$ cat src/rtl/dma_fmi_tile_loader.sv
// Loads one TIX x TIY x TIF feature-map tile from external memory into FMI RAM,
// zero-filling out-of-image positions and keeping up to MAX_OUT reads in flight.
module dma_fmi_tile_loader #(
    parameter  int unsigned TIX        = 4,
    parameter  int unsigned TIY        = 4,
    parameter  int unsigned TIF        = 8,
    parameter  int unsigned DATA_W     = 16,
    parameter  int unsigned EXT_ADDR_W = 32,
    parameter  int unsigned MAX_OUT    = 4,
    localparam int unsigned FMI_N_ELEM = TIX * TIY * TIF,
    localparam int unsigned FMI_ADDR_W = $clog2(FMI_N_ELEM)
) (
    input  logic                  clk,
    input  logic                  rst_n,
    input  logic                  start,
    input  logic [EXT_ADDR_W-1:0] cfg_base,
    input  logic [15:0]           cfg_row_stride,
    input  logic [EXT_ADDR_W-1:0] cfg_plane_stride,
    input  logic [15:0]           cfg_x0,
    input  logic [15:0]           cfg_y0,
    input  logic [15:0]           cfg_img_w,
    input  logic [15:0]           cfg_img_h,
    output logic                  busy,
    output logic                  done,
    output logic                  rd_req_valid,
    input  logic                  rd_req_ready,
    output logic [EXT_ADDR_W-1:0] rd_req_addr,
    input  logic                  rd_rsp_valid,
    input  logic [DATA_W-1:0]     rd_rsp_data,
    output logic                  fmi_we,
    output logic [FMI_ADDR_W-1:0] fmi_addr,
    output logic [DATA_W-1:0]     fmi_wdata
);
    localparam int unsigned TX_W  = (TIX > 1) ? $clog2(TIX) : 1;
    localparam int unsigned TY_W  = (TIY > 1) ? $clog2(TIY) : 1;
    localparam int unsigned TF_W  = (TIF > 1) ? $clog2(TIF) : 1;
    localparam int unsigned PTR_W = $clog2(MAX_OUT);
    localparam int unsigned CNT_W = PTR_W + 1;

    typedef enum logic [1:0] {S_IDLE, S_RUN, S_DRAIN, S_DONE} state_t;

    state_t                  state_q, state_d;
    logic [EXT_ADDR_W-1:0]   base_q, base_d, plane_q, plane_d;
    logic [15:0]             row_q, row_d, x0_q, x0_d, y0_q, y0_d, w_q, w_d, h_q, h_d;
    logic [TX_W-1:0]         tx_q, tx_d, ntx;
    logic [TY_W-1:0]         ty_q, ty_d, nty;
    logic [TF_W-1:0]         tf_q, tf_d, ntf;
    logic [FMI_ADDR_W-1:0]   idx_q, idx_d;
    logic                    pad_q, pad_d;
    logic [CNT_W-1:0]        cnt_q, cnt_d;
    logic [PTR_W-1:0]        wr_ptr_q, wr_ptr_d, rd_ptr_q, rd_ptr_d;
    logic [FMI_ADDR_W-1:0]   tag_q [MAX_OUT];
    logic                    busy_q, busy_d, done_q, done_d;
    logic                    rd_req_valid_q, rd_req_valid_d;
    logic [EXT_ADDR_W-1:0]   rd_req_addr_q, rd_req_addr_d;
    logic                    fmi_we_q, fmi_we_d;
    logic [FMI_ADDR_W-1:0]   fmi_addr_q, fmi_addr_d;
    logic [DATA_W-1:0]       fmi_wdata_q, fmi_wdata_d;

    logic [EXT_ADDR_W-1:0]   sel_base, sel_plane, n_addr;
    logic [15:0]             sel_row, sel_x0, sel_y0, sel_w, sel_h;
    logic signed [16:0]      gx, gy;
    logic                    n_pad, rsp_wr, fire, pad_wr, adv, last;

    // Next scan position and its pad decision / external address; live cfg on start.
    always_comb begin
        sel_base  = (state_q == S_IDLE) ? cfg_base         : base_q;
        sel_plane = (state_q == S_IDLE) ? cfg_plane_stride : plane_q;
        sel_row   = (state_q == S_IDLE) ? cfg_row_stride   : row_q;
        sel_x0    = (state_q == S_IDLE) ? cfg_x0           : x0_q;
        sel_y0    = (state_q == S_IDLE) ? cfg_y0           : y0_q;
        sel_w     = (state_q == S_IDLE) ? cfg_img_w        : w_q;
        sel_h     = (state_q == S_IDLE) ? cfg_img_h        : h_q;
        ntx = tx_q + TX_W'(1);
        nty = ty_q;
        ntf = tf_q;
        if (tx_q == TX_W'(TIX - 1)) begin
            ntx = '0;
            nty = ty_q + TY_W'(1);
            if (ty_q == TY_W'(TIY - 1)) begin
                nty = '0;
                ntf = tf_q + TF_W'(1);
            end
        end
        if (state_q == S_IDLE) begin
            ntx = '0;
            nty = '0;
            ntf = '0;
        end
        gx = {sel_x0[15], sel_x0} + 17'(ntx);
        gy = {sel_y0[15], sel_y0} + 17'(nty);
        n_pad = (gx < 17'sd0) || (gx >= $signed({1'b0, sel_w}))
             || (gy < 17'sd0) || (gy >= $signed({1'b0, sel_h}));
        n_addr = sel_base + EXT_ADDR_W'(ntf) * sel_plane
               + EXT_ADDR_W'(gy[15:0]) * EXT_ADDR_W'(sel_row) + EXT_ADDR_W'(gx[15:0]);
    end

    // FSM, issue stage, tag FIFO bookkeeping and FMI write arbitration.
    always_comb begin
        state_d  = state_q;
        base_d   = base_q;
        plane_d  = plane_q;
        row_d    = row_q;
        x0_d     = x0_q;
        y0_d     = y0_q;
        w_d      = w_q;
        h_d      = h_q;
        tx_d     = tx_q;
        ty_d     = ty_q;
        tf_d     = tf_q;
        idx_d    = idx_q;
        pad_d    = pad_q;
        rd_req_addr_d = rd_req_addr_q;

        rsp_wr = rd_rsp_valid && (state_q != S_IDLE) && (cnt_q != '0);
        fire   = rd_req_valid_q && rd_req_ready;
        pad_wr = (state_q == S_RUN) && pad_q && !rsp_wr;
        adv    = fire || pad_wr;
        last   = (idx_q == FMI_ADDR_W'(FMI_N_ELEM - 1));

        case (state_q)
            S_IDLE: if (start) begin
                state_d = S_RUN;
                base_d  = cfg_base;
                plane_d = cfg_plane_stride;
                row_d   = cfg_row_stride;
                x0_d    = cfg_x0;
                y0_d    = cfg_y0;
                w_d     = cfg_img_w;
                h_d     = cfg_img_h;
                tx_d    = '0;
                ty_d    = '0;
                tf_d    = '0;
                idx_d   = '0;
                pad_d   = n_pad;
                rd_req_addr_d = n_addr;
            end
            S_RUN: if (adv) begin
                if (last) begin
                    state_d = S_DRAIN;
                end else begin
                    tx_d  = ntx;
                    ty_d  = nty;
                    tf_d  = ntf;
                    idx_d = idx_q + FMI_ADDR_W'(1);
                    pad_d = n_pad;
                    rd_req_addr_d = n_addr;
                end
            end
            S_DRAIN: if (cnt_q == '0) state_d = S_DONE;
            S_DONE:  state_d = S_IDLE;
            default: state_d = S_IDLE;
        endcase

        cnt_d    = cnt_q + CNT_W'(fire) - CNT_W'(rsp_wr);
        wr_ptr_d = wr_ptr_q + PTR_W'(fire);
        rd_ptr_d = rd_ptr_q + PTR_W'(rsp_wr);
        // Valid is registered, so it looks ahead at next-cycle occupancy.
        rd_req_valid_d = (state_d == S_RUN) && !pad_d && (cnt_d < CNT_W'(MAX_OUT));
        busy_d   = (state_d == S_RUN) || (state_d == S_DRAIN);
        done_d   = (state_d == S_DONE);

        fmi_we_d    = rsp_wr || pad_wr;
        fmi_addr_d  = rsp_wr ? tag_q[rd_ptr_q] : (pad_wr ? idx_q : '0);
        fmi_wdata_d = rsp_wr ? rd_rsp_data : '0;
    end

    always_ff @(posedge clk or negedge rst_n) begin
        if (!rst_n) begin
            state_q        <= S_IDLE;
            base_q         <= '0;
            plane_q        <= '0;
            row_q          <= '0;
            x0_q           <= '0;
            y0_q           <= '0;
            w_q            <= '0;
            h_q            <= '0;
            tx_q           <= '0;
            ty_q           <= '0;
            tf_q           <= '0;
            idx_q          <= '0;
            pad_q          <= 1'b0;
            cnt_q          <= '0;
            wr_ptr_q       <= '0;
            rd_ptr_q       <= '0;
            busy_q         <= 1'b0;
            done_q         <= 1'b0;
            rd_req_valid_q <= 1'b0;
            rd_req_addr_q  <= '0;
            fmi_we_q       <= 1'b0;
            fmi_addr_q     <= '0;
            fmi_wdata_q    <= '0;
            for (int i = 0; i < int'(MAX_OUT); i++) tag_q[i] <= '0;
        end else begin
            state_q        <= state_d;
            base_q         <= base_d;
            plane_q        <= plane_d;
            row_q          <= row_d;
            x0_q           <= x0_d;
            y0_q           <= y0_d;
            w_q            <= w_d;
            h_q            <= h_d;
            tx_q           <= tx_d;
            ty_q           <= ty_d;
            tf_q           <= tf_d;
            idx_q          <= idx_d;
            pad_q          <= pad_d;
            cnt_q          <= cnt_d;
            wr_ptr_q       <= wr_ptr_d;
            rd_ptr_q       <= rd_ptr_d;
            busy_q         <= busy_d;
            done_q         <= done_d;
            rd_req_valid_q <= rd_req_valid_d;
            rd_req_addr_q  <= rd_req_addr_d;
            fmi_we_q       <= fmi_we_d;
            fmi_addr_q     <= fmi_addr_d;
            fmi_wdata_q    <= fmi_wdata_d;
            if (fire) tag_q[wr_ptr_q] <= idx_q;
        end
    end

    assign busy         = busy_q;
    assign done         = done_q;
    assign rd_req_valid = rd_req_valid_q;
    assign rd_req_addr  = rd_req_addr_q;
    assign fmi_we       = fmi_we_q;
    assign fmi_addr     = fmi_addr_q;
    assign fmi_wdata    = fmi_wdata_q;

    // A response with no request in flight is a protocol error (dropped in hardware).
    rsp_has_tag: assert property (@(posedge clk) disable iff (!rst_n)
        (rd_rsp_valid && (state_q != S_IDLE)) |-> (cnt_q != '0));

endmodule

$ cat config.mk
export PLATFORM = sky130hd
export DESIGN_NAME = dma_fmi_tile_loader
export DESIGN_NICKNAME = d
export VERILOG_FILES = /design/src/rtl/dma_fmi_tile_loader.sv
export SDC_FILE = /design/constraint.sdc
export NUM_CORES = 2
export LEC_CHECK = 0
export CAP_MARGIN = 15
export CORE_MARGIN = 10
export CORE_UTILIZATION = 30
export CTS_CLUSTER_SIZE = 20
export DETAILED_ROUTE_END_ITERATION = 10
export GPL_ROUTABILITY_DRIVEN = 0
export PLACE_DENSITY = 0.48
export SYNTH_ARGS = -nofsm -noshare
export SYNTH_HDL_FRONTEND = slang
export SYNTH_SLANG_ARGS = --single-unit
export TNS_END_PERCENT = 50
$ cat constraint.sdc
create_clock -name clk -period 19.2 [get_ports clk]
set_clock_uncertainty 0.05 [all_clocks]
set_input_delay 2.88 -clock clk [delete_from_list [all_inputs] [get_ports clk]]
set_output_delay 2.88 -clock clk [all_outputs]
set_load 0.03 [all_outputs]
==> run summary <==
Outcome -> finished, final reports clean
Fill cell count -> 8411
Core ar. -> 0.0834 mm^2
End of the worst register-to-register path -> rd_req_addr[22]
Sequential share of the synthesized area -> 0.254
Drt pass-1 iters -> 5
# clock sinks -> 255
Area grow syn2layout -> 18.2%
# resized after CTS -> 0
Clock-pin slew on the worst setup and hold paths -> 50 ps
Largest net degree at the start of global routing -> 85
Fin. Hold Viols -> 0
Max FO, Critical Path -> 9
Final core occ -> 0.357
Largest family of logic cells by synthesized area -> adder cells
1st-iter DRT viols -> 1148
Min-delay src -> rd_req_addr[14]
Most area-hungry cell type in the Yosys netlist -> fa_1
Gate Count Post-Synth -> 2542
Nets@finish -> 3384
CTS tree -> done
Crit-path most repeated cell -> fa_1
Synthesized area -> 0.0252 mm^2
Rows -> 106
Multi-input gate area -> 0.0168 mm^2
Register bit total from synthesis -> 255
Fmax -> 83.1 MHz
Vias in the first global route -> 19800
Routed wire length -> 82500 um
XOR/XNOR share of the synthesized area -> 0.0242
Critical path type -> in -> reg
# H-tree levels -> 2
Num CTS Buffers -> 35
# IOs -> 224
Hold Path Stages -> 2
Worst-margin pin slew -> 1180 ps
Post-DP Area -> 0.0286 mm^2
CP required -> 19640 ps
Port buffer count -> 223
Startpoint types -> primary input
FF/Latch Area -> 0.00638 mm^2
Wire per inst -> 21.5 um
Ys flop type -> dfrtp_1
Hold crit path type -> reg -> reg
Data arrival time of the worst path -> 12480 ps
Synth warnings -> 0
Minimum clock period -> 12040 ps
Final setup TNS -> 0 ps
Slew Limit Fails -> 0
Skew-Pair Late Insertion Delay -> 570 ps
DR vias/cell -> 4.86
Fin cells -> 3830
CTS Root Cell -> clkbuf_16
Initial Util -> 0.302
Fin crit share -> 0.627
Design area -> 0.0298 mm^2
RSZ-0062 raised after global routing -> false
Number of synthesized flops with an enable pin -> 0
ANT nets after route -> 0
Number of setup buffers added after CTS -> 0
Max cap viols -> 0
Dpl cells -> 3767
Die extent in x -> 310 um
Destination of the worst hold path -> rd_req_addr[14]
Simple-gate share of the synthesized area -> 0.134
Max Root-Sink Buffers -> 3
Async S/R FF share, synth -> 1.00
Synth Area in Compound Gates -> 0.0511
Vias post-DR -> 18600
Synthesized Nets -> 3201
Reg-to-reg slack, setup -> 8370 ps
Setup-failing EPs final -> 0
Mean area per synthesized cell -> 9.90 um^2
Top-count cell post-synth -> inv_1
Critical Path Sink Type -> flip-flop
Slowest stage cell, crit path -> xnor2_1
DIE AREA -> 0.0959 mm^2
Relative slew slack -> 0.210
Worst r2r src -> state_q[1]
Grt total ovfl -> 0
# DRC -> 0
Hold Buf Count CTS -> 0
Yosys top cell area share -> 0.262
Cell variety after synth -> 72
DP Wirelength -> 67700 um
Synth area leaders -> fa_1 26%, dfrtp_1 25%, ha_1 8.2%
Initial antenna violation count -> 6
Largest stage delay, worst path -> 880 ps
Global-route wire length before repair -> 125000 um
R2R cell count -> 29
Post-synth top cells -> 406 x inv_1, 384 x nand2_1, 330 x fa_1
Total track usage -> 0.172
Synth Area in Adders -> 0.344
Layout cell share with drive strength beyond 1 -> 0.106
Mux cell area share after synthesis -> 0.114
Die height -> 310 um
==> cells in the final DEF, fill, tap and decap left out, types with 49 or more instances in the layout <==
cell type        synthesis  final
fa_1                   330    330
dfrtp_1                255    255
mux2_2                 171    171
nand2_1                384    384
ha_1                   164    164
mux2i_1                 79     77
nand3_1                 68     68
nor2_1                 162    161
clkdlybuf4s50_1          0    222
o21ai_0                 49     49
inv_1                  406    406
==> registers in the layout, summed over array words and instances, names as in the netlist, 3 cells and up <==
register	count
rd_req_addr	32
h_q	16
fmi_addr	7
base_q	32
row_q	16
idx_q	7
cnt_q	3
tag_q	28
w_q	16
plane_q	32
fmi_wdata	16
tf_q	3
y0_q	16
x0_q	16
==> cells by family after synthesis <==
group	after synthesis
AND/OR/NAND/NOR	760
buffers and inverters	523
adder cells (fa/ha/maj)	494
multiplexers	257
flip-flops	255
AO/OA/AOI/OAI	187
XOR/XNOR	66
==> layout make-up <==
class | count | share of cell area
Timing Repair Buffer | 252 | 0.0828
Sequential cell | 255 | 0.214
Clock buffer | 49 | 0.0325
Antenna cell | 1 | 0.0000841
Clock inverter | 12 | 0.00622
Multi-Input combinational cell | 1764 | 0.566
Inverter | 417 | 0.0526
Tap cell | 1080 | 0.0454
==> worst max-delay path by stage <==
stage | start | endpoint | slack [ps] | cells after the start
after global placement | cfg_y0[0] | rd_req_addr[30] | 6670 | 31
after CTS | cfg_y0[0] | rd_req_addr[30] | 7210 | 31
after global routing | cfg_y0[0] | rd_req_addr[30] | 6810 | 31
final | cfg_y0[0] | rd_req_addr[22] | 7160 | 29
after floorplan | cfg_y0[0] | rd_req_addr[22] | 8560 | 29
after detailed placement | cfg_y0[0] | rd_req_addr[30] | 6660 | 31
==> per-layer routing <==
layer	part of all wire	GRT usage
met1	0.44	0.227
met2	0.46	0.275
met3	0.066	0.0361
met4	0.036	0.0601
met5	0.00061	0
==> critical path: cells and delay by family <==
family	cells	cell delay [ps]
adder cells (fa/ha/maj)	10	4270
AND/OR/NAND/NOR	7	1610
AO/OA/AOI/OAI	7	1480
buffers and inverters	4	1340
XOR/XNOR	1	880
==> stage by stage <==
stage	setup WS, ps	hold WS [ps]
final	7160	432
after global routing	6810	462
after CTS	7210	441
after detailed placement	6660	426
after global placement	6670	420
after floorplan	8560	424
Power is not shown: default switching activity piles up to over one toggle a cycle in this logic, so the estimate is an artifact.
